<file path="config.mk">
export PLATFORM = sky130hd
export DESIGN_NAME = ex_stage_mult2_flat
export DESIGN_NICKNAME = d
export VERILOG_FILES = /design/src/rtl/ex_pkg.sv /design/src/rtl/ex_stage_mult2_if.sv /design/src/rtl/mult2_core.sv /design/src/rtl/ex_stage_mult2.sv /design/src/flat_wrapper.sv
export SDC_FILE = /design/constraint.sdc
export NUM_CORES = 2
export LEC_CHECK = 0
export CAP_MARGIN = 20
export CORE_MARGIN = 10
export CORE_UTILIZATION = 40
export CTS_BUF_LIST = sky130_fd_sc_hd__clkbuf_16
export CTS_CLUSTER_DIAMETER = 30
export DETAILED_ROUTE_END_ITERATION = 8
export SYNTH_ARGS = -nofsm -noshare
export SYNTH_HDL_FRONTEND = slang
export SYNTH_SLANG_ARGS = --single-unit
</file>
<file path="constraint.sdc">
create_clock -name clk -period 8.45 [get_ports clk]
set_input_delay 1.69 -clock clk [delete_from_list [all_inputs] [get_ports clk]]
set_output_delay 1.69 -clock clk [all_outputs]
set_load 0.01 [all_outputs]
</file>
<file path="src/rtl/ex_pkg.sv">
// Execute-stage shared definitions: ALU opcodes, multiply FSM states,
// control bundle and default widths.
package ex_pkg;

    localparam int DATA_W_DEF = 32;
    localparam int PC_W_DEF   = 64;

    typedef enum logic [2:0] {
        OP_ADD  = 3'd0,
        OP_SUB  = 3'd1,
        OP_AND  = 3'd2,
        OP_OR   = 3'd3,
        OP_SLT  = 3'd4,
        OP_MUL  = 3'd5,
        OP_RSV6 = 3'd6,
        OP_RSV7 = 3'd7
    } alu_op_e;

    typedef enum logic [1:0] {
        IDLE = 2'd0,
        MUL1 = 2'd1,
        MUL2 = 2'd2
    } state_e;

    typedef struct packed {
        logic regwrite;
        logic memtoreg;
        logic memwrite;
        logic memread;
        logic branch;
    } ctrl_t;

endpackage

</file>
<file path="src/rtl/ex_stage_mult2_if.sv">
// ID/EX -> EX -> EX/MEM bundle. master = pipeline side (drives ID/EX
// fields and flush), slave = execute stage (drives EX/MEM fields, stall).
interface ex_stage_mult2_if #(
    parameter int DATA_W = ex_pkg::DATA_W_DEF,
    parameter int PC_W   = ex_pkg::PC_W_DEF
);
    logic [PC_W-1:0]   pc_in;
    logic [DATA_W-1:0] rdata1;
    logic [DATA_W-1:0] rdata2;
    logic [DATA_W-1:0] imm;
    logic              alu_src;
    logic [2:0]        alu_op;
    logic [4:0]        rd_in;
    logic              regwrite_in;
    logic              memtoreg_in;
    logic              memwrite_in;
    logic              memread_in;
    logic              branch_in;
    logic              flush;

    logic [PC_W-1:0]   branch_pc;
    logic [DATA_W-1:0] alu_out;
    logic              zero;
    logic [DATA_W-1:0] dreg2;
    logic [4:0]        inst2;
    logic              writeback1;
    logic              writeback2;
    logic              memwrite;
    logic              memread;
    logic              membranch;
    logic              stall;

    modport master (
        output pc_in, rdata1, rdata2, imm, alu_src, alu_op, rd_in,
        output regwrite_in, memtoreg_in, memwrite_in, memread_in,
        output branch_in, flush,
        input  branch_pc, alu_out, zero, dreg2, inst2,
        input  writeback1, writeback2, memwrite, memread, membranch,
        input  stall
    );

    modport slave (
        input  pc_in, rdata1, rdata2, imm, alu_src, alu_op, rd_in,
        input  regwrite_in, memtoreg_in, memwrite_in, memread_in,
        input  branch_in, flush,
        output branch_pc, alu_out, zero, dreg2, inst2,
        output writeback1, writeback2, memwrite, memread, membranch,
        output stall
    );

endinterface

</file>
<file path="src/rtl/mult2_core.sv">
// Two-step registered multiplier: captures operands on start, forms two
// partial products in the next cycle, sums them while done is high.
// Ports: clk, arst_n, start, clear, a, b -> product, busy, done.
module mult2_core #(
    parameter int DATA_W = ex_pkg::DATA_W_DEF
) (
    input  logic              clk,
    input  logic              arst_n,
    input  logic              start,
    input  logic              clear,
    input  logic [DATA_W-1:0] a,
    input  logic [DATA_W-1:0] b,
    output logic [DATA_W-1:0] product,
    output logic              busy,
    output logic              done
);

    localparam int H = DATA_W / 2;

    logic [DATA_W-1:0] a_q;
    logic [DATA_W-1:0] b_q;
    logic [DATA_W-1:0] pp_lo;
    logic [H-1:0]      pp_hi;
    logic              mul1_q;
    logic              mul2_q;

    always_ff @(posedge clk or negedge arst_n) begin
        if (!arst_n) begin
            a_q    <= '0;
            b_q    <= '0;
            pp_lo  <= '0;
            pp_hi  <= '0;
            mul1_q <= 1'b0;
            mul2_q <= 1'b0;
        end else if (clear) begin
            a_q    <= '0;
            b_q    <= '0;
            pp_lo  <= '0;
            pp_hi  <= '0;
            mul1_q <= 1'b0;
            mul2_q <= 1'b0;
        end else begin
            mul1_q <= start;
            mul2_q <= mul1_q;
            if (start) begin
                a_q <= a;
                b_q <= b;
            end
            if (mul1_q) begin
                // A*B[lo] keeps all low bits; A[lo]*B[hi] only
                // contributes to the upper half after the shift.
                pp_lo <= a_q * {{H{1'b0}}, b_q[H-1:0]};
                pp_hi <= a_q[H-1:0] * b_q[DATA_W-1:H];
            end
        end
    end

    assign product = pp_lo + {pp_hi, {H{1'b0}}};
    assign busy    = mul1_q;
    assign done    = mul2_q;

endmodule

</file>
<file path="src/rtl/ex_stage_mult2.sv">
// Execute stage: combinational ALU plus two-step MUL with stall/bubble.
// Ports: clk, arst_n, bus (slave side of ex_stage_mult2_if).
module ex_stage_mult2 #(
    parameter int DATA_W = ex_pkg::DATA_W_DEF,
    parameter int PC_W   = ex_pkg::PC_W_DEF
) (
    input logic              clk,
    input logic              arst_n,
    ex_stage_mult2_if.slave  bus
);

    import ex_pkg::*;

    state_e            state;
    alu_op_e           op;
    ctrl_t             ctrl_in;
    ctrl_t             ctrl_q;
    ctrl_t             ctrl_out;
    logic [DATA_W-1:0] opb;
    logic [DATA_W-1:0] alu_res;
    logic [DATA_W-1:0] product;
    logic              mul_busy;
    logic              mul_done;
    logic              is_mul;
    logic              issue;
    logic              bubble;
    logic              in_mul2;

    logic [4:0]        rd_q;
    logic [DATA_W-1:0] d2_q;
    logic [PC_W-1:0]   pc_q;
    logic [DATA_W-1:0] imm_q;
    logic [PC_W-1:0]   sel_pc;
    logic [DATA_W-1:0] sel_imm;

    assign op      = alu_op_e'(bus.alu_op);
    assign is_mul  = (op == OP_MUL);
    assign issue   = (state == IDLE) && is_mul && !bus.flush;
    assign bubble  = ((state == IDLE) && is_mul) || (state == MUL1);
    assign in_mul2 = (state == MUL2);
    assign opb     = bus.alu_src ? bus.imm : bus.rdata2;

    assign ctrl_in = '{
        regwrite: bus.regwrite_in,
        memtoreg: bus.memtoreg_in,
        memwrite: bus.memwrite_in,
        memread:  bus.memread_in,
        branch:   bus.branch_in
    };

    always_comb begin
        alu_res = bus.rdata1 + opb;
        case (op)
            OP_SUB: alu_res = bus.rdata1 - opb;
            OP_AND: alu_res = bus.rdata1 & opb;
            OP_OR:  alu_res = bus.rdata1 | opb;
            OP_SLT: alu_res = {{(DATA_W-1){1'b0}},
                               $signed(bus.rdata1) < $signed(opb)};
            default: alu_res = bus.rdata1 + opb;
        endcase
    end

    mult2_core #(.DATA_W(DATA_W)) u_core (
        .clk     (clk),
        .arst_n  (arst_n),
        .start   (issue),
        .clear   (bus.flush),
        .a       (bus.rdata1),
        .b       (opb),
        .product (product),
        .busy    (mul_busy),
        .done    (mul_done)
    );

    always_ff @(posedge clk or negedge arst_n) begin
        if (!arst_n) begin
            state <= IDLE;
        end else if (bus.flush) begin
            state <= IDLE;
        end else begin
            unique case (state)
                IDLE:    state <= is_mul ? MUL1 : IDLE;
                MUL1:    state <= MUL2;
                MUL2:    state <= IDLE;
                default: state <= IDLE;
            endcase
        end
    end

    always_ff @(posedge clk or negedge arst_n) begin
        if (!arst_n) begin
            rd_q   <= '0;
            d2_q   <= '0;
            pc_q   <= '0;
            imm_q  <= '0;
            ctrl_q <= '0;
        end else if (bus.flush) begin
            rd_q   <= '0;
            d2_q   <= '0;
            pc_q   <= '0;
            imm_q  <= '0;
            ctrl_q <= '0;
        end else if (issue) begin
            rd_q   <= bus.rd_in;
            d2_q   <= bus.rdata2;
            pc_q   <= bus.pc_in;
            imm_q  <= bus.imm;
            ctrl_q <= ctrl_in;
        end
    end

    // Flush and the issue/MUL1 bubbles only zero the controls;
    // data fields may carry whatever the datapath holds.
    assign ctrl_out = (bus.flush || bubble) ? '0
                    : (in_mul2 ? ctrl_q : ctrl_in);

    assign sel_pc  = in_mul2 ? pc_q  : bus.pc_in;
    assign sel_imm = in_mul2 ? imm_q : bus.imm;

    assign bus.branch_pc  = sel_pc +
        ({{(PC_W-DATA_W){sel_imm[DATA_W-1]}}, sel_imm} << 1);
    assign bus.alu_out    = mul_done ? product : alu_res;
    assign bus.zero       = (bus.alu_out == '0);
    assign bus.dreg2      = in_mul2 ? d2_q : bus.rdata2;
    assign bus.inst2      = in_mul2 ? rd_q : bus.rd_in;
    assign bus.writeback1 = ctrl_out.regwrite;
    assign bus.writeback2 = ctrl_out.memtoreg;
    assign bus.memwrite   = ctrl_out.memwrite;
    assign bus.memread    = ctrl_out.memread;
    assign bus.membranch  = ctrl_out.branch;
    assign bus.stall      = issue || (mul_busy && !bus.flush);

endmodule

</file>
<file path="src/flat_wrapper.sv">
// flat-port wrapper written by rule: the top's interface ports become plain ports
module ex_stage_mult2_flat import ex_pkg::*;
#(
    parameter int DATA_W = ex_pkg::DATA_W_DEF,
    parameter int PC_W   = ex_pkg::PC_W_DEF
)
  (clk, arst_n, bus_pc_in, bus_rdata1, bus_rdata2, bus_imm, bus_alu_src, bus_alu_op, bus_rd_in, bus_regwrite_in, bus_memtoreg_in, bus_memwrite_in, bus_memread_in, bus_branch_in, bus_flush, bus_branch_pc, bus_alu_out, bus_zero, bus_dreg2, bus_inst2, bus_writeback1, bus_writeback2, bus_memwrite, bus_memread, bus_membranch, bus_stall);
  ex_stage_mult2_if #(.DATA_W(DATA_W), .PC_W(PC_W)) bus_i ();
  input logic clk;
  input logic arst_n;
  input wire logic [$bits(bus_i.pc_in)-1:0] bus_pc_in;
  input wire logic [$bits(bus_i.rdata1)-1:0] bus_rdata1;
  input wire logic [$bits(bus_i.rdata2)-1:0] bus_rdata2;
  input wire logic [$bits(bus_i.imm)-1:0] bus_imm;
  input wire logic [$bits(bus_i.alu_src)-1:0] bus_alu_src;
  input wire logic [$bits(bus_i.alu_op)-1:0] bus_alu_op;
  input wire logic [$bits(bus_i.rd_in)-1:0] bus_rd_in;
  input wire logic [$bits(bus_i.regwrite_in)-1:0] bus_regwrite_in;
  input wire logic [$bits(bus_i.memtoreg_in)-1:0] bus_memtoreg_in;
  input wire logic [$bits(bus_i.memwrite_in)-1:0] bus_memwrite_in;
  input wire logic [$bits(bus_i.memread_in)-1:0] bus_memread_in;
  input wire logic [$bits(bus_i.branch_in)-1:0] bus_branch_in;
  input wire logic [$bits(bus_i.flush)-1:0] bus_flush;
  output wire logic [$bits(bus_i.branch_pc)-1:0] bus_branch_pc;
  output wire logic [$bits(bus_i.alu_out)-1:0] bus_alu_out;
  output wire logic [$bits(bus_i.zero)-1:0] bus_zero;
  output wire logic [$bits(bus_i.dreg2)-1:0] bus_dreg2;
  output wire logic [$bits(bus_i.inst2)-1:0] bus_inst2;
  output wire logic [$bits(bus_i.writeback1)-1:0] bus_writeback1;
  output wire logic [$bits(bus_i.writeback2)-1:0] bus_writeback2;
  output wire logic [$bits(bus_i.memwrite)-1:0] bus_memwrite;
  output wire logic [$bits(bus_i.memread)-1:0] bus_memread;
  output wire logic [$bits(bus_i.membranch)-1:0] bus_membranch;
  output wire logic [$bits(bus_i.stall)-1:0] bus_stall;
  assign bus_i.pc_in = bus_pc_in;
  assign bus_i.rdata1 = bus_rdata1;
  assign bus_i.rdata2 = bus_rdata2;
  assign bus_i.imm = bus_imm;
  assign bus_i.alu_src = bus_alu_src;
  assign bus_i.alu_op = bus_alu_op;
  assign bus_i.rd_in = bus_rd_in;
  assign bus_i.regwrite_in = bus_regwrite_in;
  assign bus_i.memtoreg_in = bus_memtoreg_in;
  assign bus_i.memwrite_in = bus_memwrite_in;
  assign bus_i.memread_in = bus_memread_in;
  assign bus_i.branch_in = bus_branch_in;
  assign bus_i.flush = bus_flush;
  assign bus_branch_pc = bus_i.branch_pc;
  assign bus_alu_out = bus_i.alu_out;
  assign bus_zero = bus_i.zero;
  assign bus_dreg2 = bus_i.dreg2;
  assign bus_inst2 = bus_i.inst2;
  assign bus_writeback1 = bus_i.writeback1;
  assign bus_writeback2 = bus_i.writeback2;
  assign bus_memwrite = bus_i.memwrite;
  assign bus_memread = bus_i.memread;
  assign bus_membranch = bus_i.membranch;
  assign bus_stall = bus_i.stall;
  ex_stage_mult2 #(.DATA_W(DATA_W), .PC_W(PC_W)) u_core (.clk(clk), .arst_n(arst_n), .bus(bus_i));
endmodule
</file>
==> run_results.csv <==
group,metric,value,unit
run_status,status,"complete, no violations",
global_route,overflow,0,
sta,period_share,0.977,
die,die_h,319,um
placement,dp_hpwl,101000,um
die,rows,109,
routing,wl,128000,um
power_and_ir_drop,leakage,21.2,nW
sta,tns,0,ps
finish,postLayoutCoreUtil,0.501,
clocking,cts-root-buf,"clkbuf_16",
global_route,grt_usage,0.249,
die,die_area,102000,um2
min_path,hp-start,"u_core.u_core.b_q[31]",
routing,vias_per_cell,5.45,
worst_setup_path,critPathCaptureType,"output port",
power_and_ir_drop,p_per_area,129,nW/um2
min_path,min_to,"u_core.u_core.b_q[31]",
global_route,grt_max_degree,133,
synthesis,synth_fa_ha_area_frac,0.317,
routing,wl_per_cell,22.0,um
clocking,numCtsBuffers,67,
synthesis,ys.warnings.count,0,
finish,layout_common_cells,"inv_1 (587), nand2_1 (497), fa_1 (387)",
min_path,min_path_cells,2,
sta,period_needed,8250,ps
worst_setup_path,cp-start-kind,"primary input",
clocking,clk_pin_slew_worst_paths,40,ps
die,initial_core_util,0.404,
clocking,insertion_delay,600,ps
synthesis,synth.area.top_cells,"fa_1 (22%), dfrtp_1 (18%), ha_1 (10%)",
worst_setup_path,worstPathRequired,6760,ps
routing,drtIter0Drc,2032,
finish,area_growth,24.0,%
worst_setup_path,cp_max_fo,5,
die,core,88600,um2
synthesis,synth_cell_types,86,
clocking,cts_max_path_buffers,3,
routing,vias,31624,
run,maxCapViolCount,0,
worst_setup_path,r2r_setup_slack,890,ps
routing,drt-pass1-iter-count,5,
finish,design_area,44400,um2
synthesis,synth_top_area_frac,0.217,
placement,place_congestion,0.950,
sta,hold_viol_final,0,
worst_setup_path,path_common_cell,"buf_4",
synthesis,async_flop_share,1.00,
worst_setup_path,max_stage_delay,520,ps
routing,wl_met3,9400,um
finish,drive_above_1_share,0.137,
synthesis,syn-num-nets,4963,
sta,clock.fmax,0.121,GHz
sta,worst_pin_slew,1110,ps
worst_setup_path,crit_type,"in -> out",
clocking,cts_tree,"done",
routing,wl_met1,55300,um
die,pin_count,317,
clocking,h-tree-depth,3,
synthesis,synth_edf_count,0,
synthesis,synth_xor_xnor_area_share,0.0447,
routing,route.met2.wl,59300,um
synthesis,synth_mux_area_frac,0.0624,
synthesis,synth.yosys.seq_area_share,0.177,
routing,drc_errors,0,
sta,drv_slew,0,
worst_setup_path,path_cells,"buf_2 -> buf_4 -> buf_4 -> mux2i_1 -> buf_4 -> ha_1 -> or3_4 -> or4_4 -> or3_1 -> o211a_1 -> buf_4 -> o41ai_2 -> buf_4 -> o22ai_1 -> o21bai_1 -> a21oi_1 -> xor2_1 -> a222oi_1 -> o21ai_1 -> buf_4 -> clkdlybuf4s50_1",
power_and_ir_drop,ir_drop,0.153,mV
routing,top_layer,"met5",
sta,rsz0062_at_grt,"false",
global_route,antenna_found_initial,29,
clocking,cts.sinks,254,
synthesis,synth_simple_gate_area_share,0.151,
synthesis,syn_area,35800,um2
synthesis,synth_compound_area_frac,0.160,
min_path,holdCritPathClass,"reg -> reg",
placement,place_area,41900,um2
worst_setup_path,r2r-end,"u_core.u_core.pp_lo[31]",
synthesis,avgSynthCellArea,8.72,um2
finish,finish.net_count,5436,
synthesis,netlist_instances,4110,
sta,slew_headroom,0.260,
sta,setup_violations,0,
worst_setup_path,cp.arrival,6560,ps
routing,final_antenna_net_count,0,
worst_setup_path,rr_startpoint,"u_core.u_core.b_q[3]",
synthesis,synth_largest_area_cell,"fa_1",
sta,whs,487,ps
finish,layout_commonest_cell,"inv_1",
worst_setup_path,crit_slowest_cell,"clkdlybuf4s50_1",
synthesis,synth_top_family_by_area,"adder cells",
placement,portBuffers,316,
synthesis,synthFlopType,"dfrtp_1",
global_route,grt_pass1_vias,32968,
worst_setup_path,reg2reg_depth,23,
die,fp.dieW,319,um
sta,clock_skew,24.7,ps
synthesis,ys_ff_latch,254,
global_route,grt_pass1_wl,199000,um
critical path: cells and delay by family:
kind | cells | cell delay [ps]
buffers and inverters | 8 | 1660
AOI/OAI and AO/OA | 7 | 1410
and+or+nand+nor | 3 | 1190
adders and majority gates | 1 | 240
muxes | 1 | 210
xor gates and xnor gates | 1 | 150
logic make-up (layout without fill, tap and decap cells):
family,after synthesis,after routing
AOI/OAI and AO/OA,834,834
xor gates and xnor gates,183,183
and+or+nand+nor,1140,1140
DFF,254,254
adders and majority gates,676,676
other,0,9
buffers and inverters,818,1341
muxes,205,205
report_power, final:
| part | internal (mW) | total (mW) | switching, mW |
|---|---|---|---|
| Sequential | 1.25 | 1.32 | 0.0658 |
| Combinational | 0.838 | 1.81 | 0.975 |
| Clock | 1.74 | 2.58 | 0.844 |
cells in the mapped netlist, types with 10 or more instances:
cell type and n:
o21a_1 26, nand2_1 497, nor2b_1 26, a31oi_1 20, o31ai_1 13, or2_2 13, nor3_1 42, mux2_2 138
xnor2_1 131, fa_1 388, nor2_1 183, a211o_1 11, or3_1 20, and2_1 218, mux2i_1 66, nand2b_1 27
a221oi_1 14, a21oi_1 200, buf_1 18, a22o_1 144, and3_1 14, a21o_1 67, inv_1 586, nor4_1 10
o21ai_0 148, clkbuf_1 202, ha_1 288, a211oi_1 34, o21bai_1 24, o211ai_1 20, dfrtp_1 254, nand3_1 41
nand4_1 11, xor2_1 52
registers in the layout, indices dropped and copies added (netlist names), 5 cells and up:
signal	count
u_core.u_core.pp_lo	32
u_core.imm_q	32
u_core.u_core.b_q	32
u_core.ctrl_q	5
u_core.rd_q	5
u_core.u_core.pp_hi	16
u_core.pc_q	64
u_core.u_core.a_q	32
u_core.d2_q	32
routing by layer:
metal | vias up | track usage
li1 | 14575 | -
met4 | 30 | 0.0755
met3 | 207 | 0.0534
met5 | - | 0
met2 | 1065 | 0.407
met1 | 15747 | 0.326
cell type report:
cell class                 count  area (um2)
sequential                   254        6360
clock inverter                51         539
clock buffer                  68        1700
timing repair buffer         635        5600
antenna                        9        22.5
inverter                     587        2210
multi-input combinational   3038       26500
tap                         1165        1460
fill                        8537       44200
timing repair:
item | 4_1_cts | 5_1_grt
buffers inserted | 1 | 9
gates resized for setup | 20 | 33
hold buffers | 0 | 0
pin swaps | 1 | 8
endpoints found under the setup margin | 7 | 16
gates cloned | 0 | 0
stage by stage:
stage | power (mW) | worst slack, ps | std cells
2_1_floorplan | 2.20 | 441 | 4110
3_3_place_gp | 3.12 | -812 | 5669
3_5_place_dp | 3.11 | -844 | 5669
4_1_cts | 5.72 | 52.8 | 5789
5_1_grt | 5.95 | 5.98 | 5805
6_report | 5.71 | 198 | 5807
worst max-delay path by stage:
stage | from | endpoint | slack [ps] | depth (start not counted)
2_1_floorplan | bus_alu_src | bus_zero | 440 | 17
3_3_place_gp | bus_imm[0] | bus_zero | -810 | 20
3_5_place_dp | bus_imm[0] | bus_zero | -840 | 20
4_1_cts | bus_imm[0] | bus_alu_out[30] | 50 | 21
5_1_grt | bus_alu_src | bus_alu_out[30] | 6 | 21
6_report | bus_alu_src | bus_alu_out[30] | 200 | 21
Power figures use the tool's default switching activity.
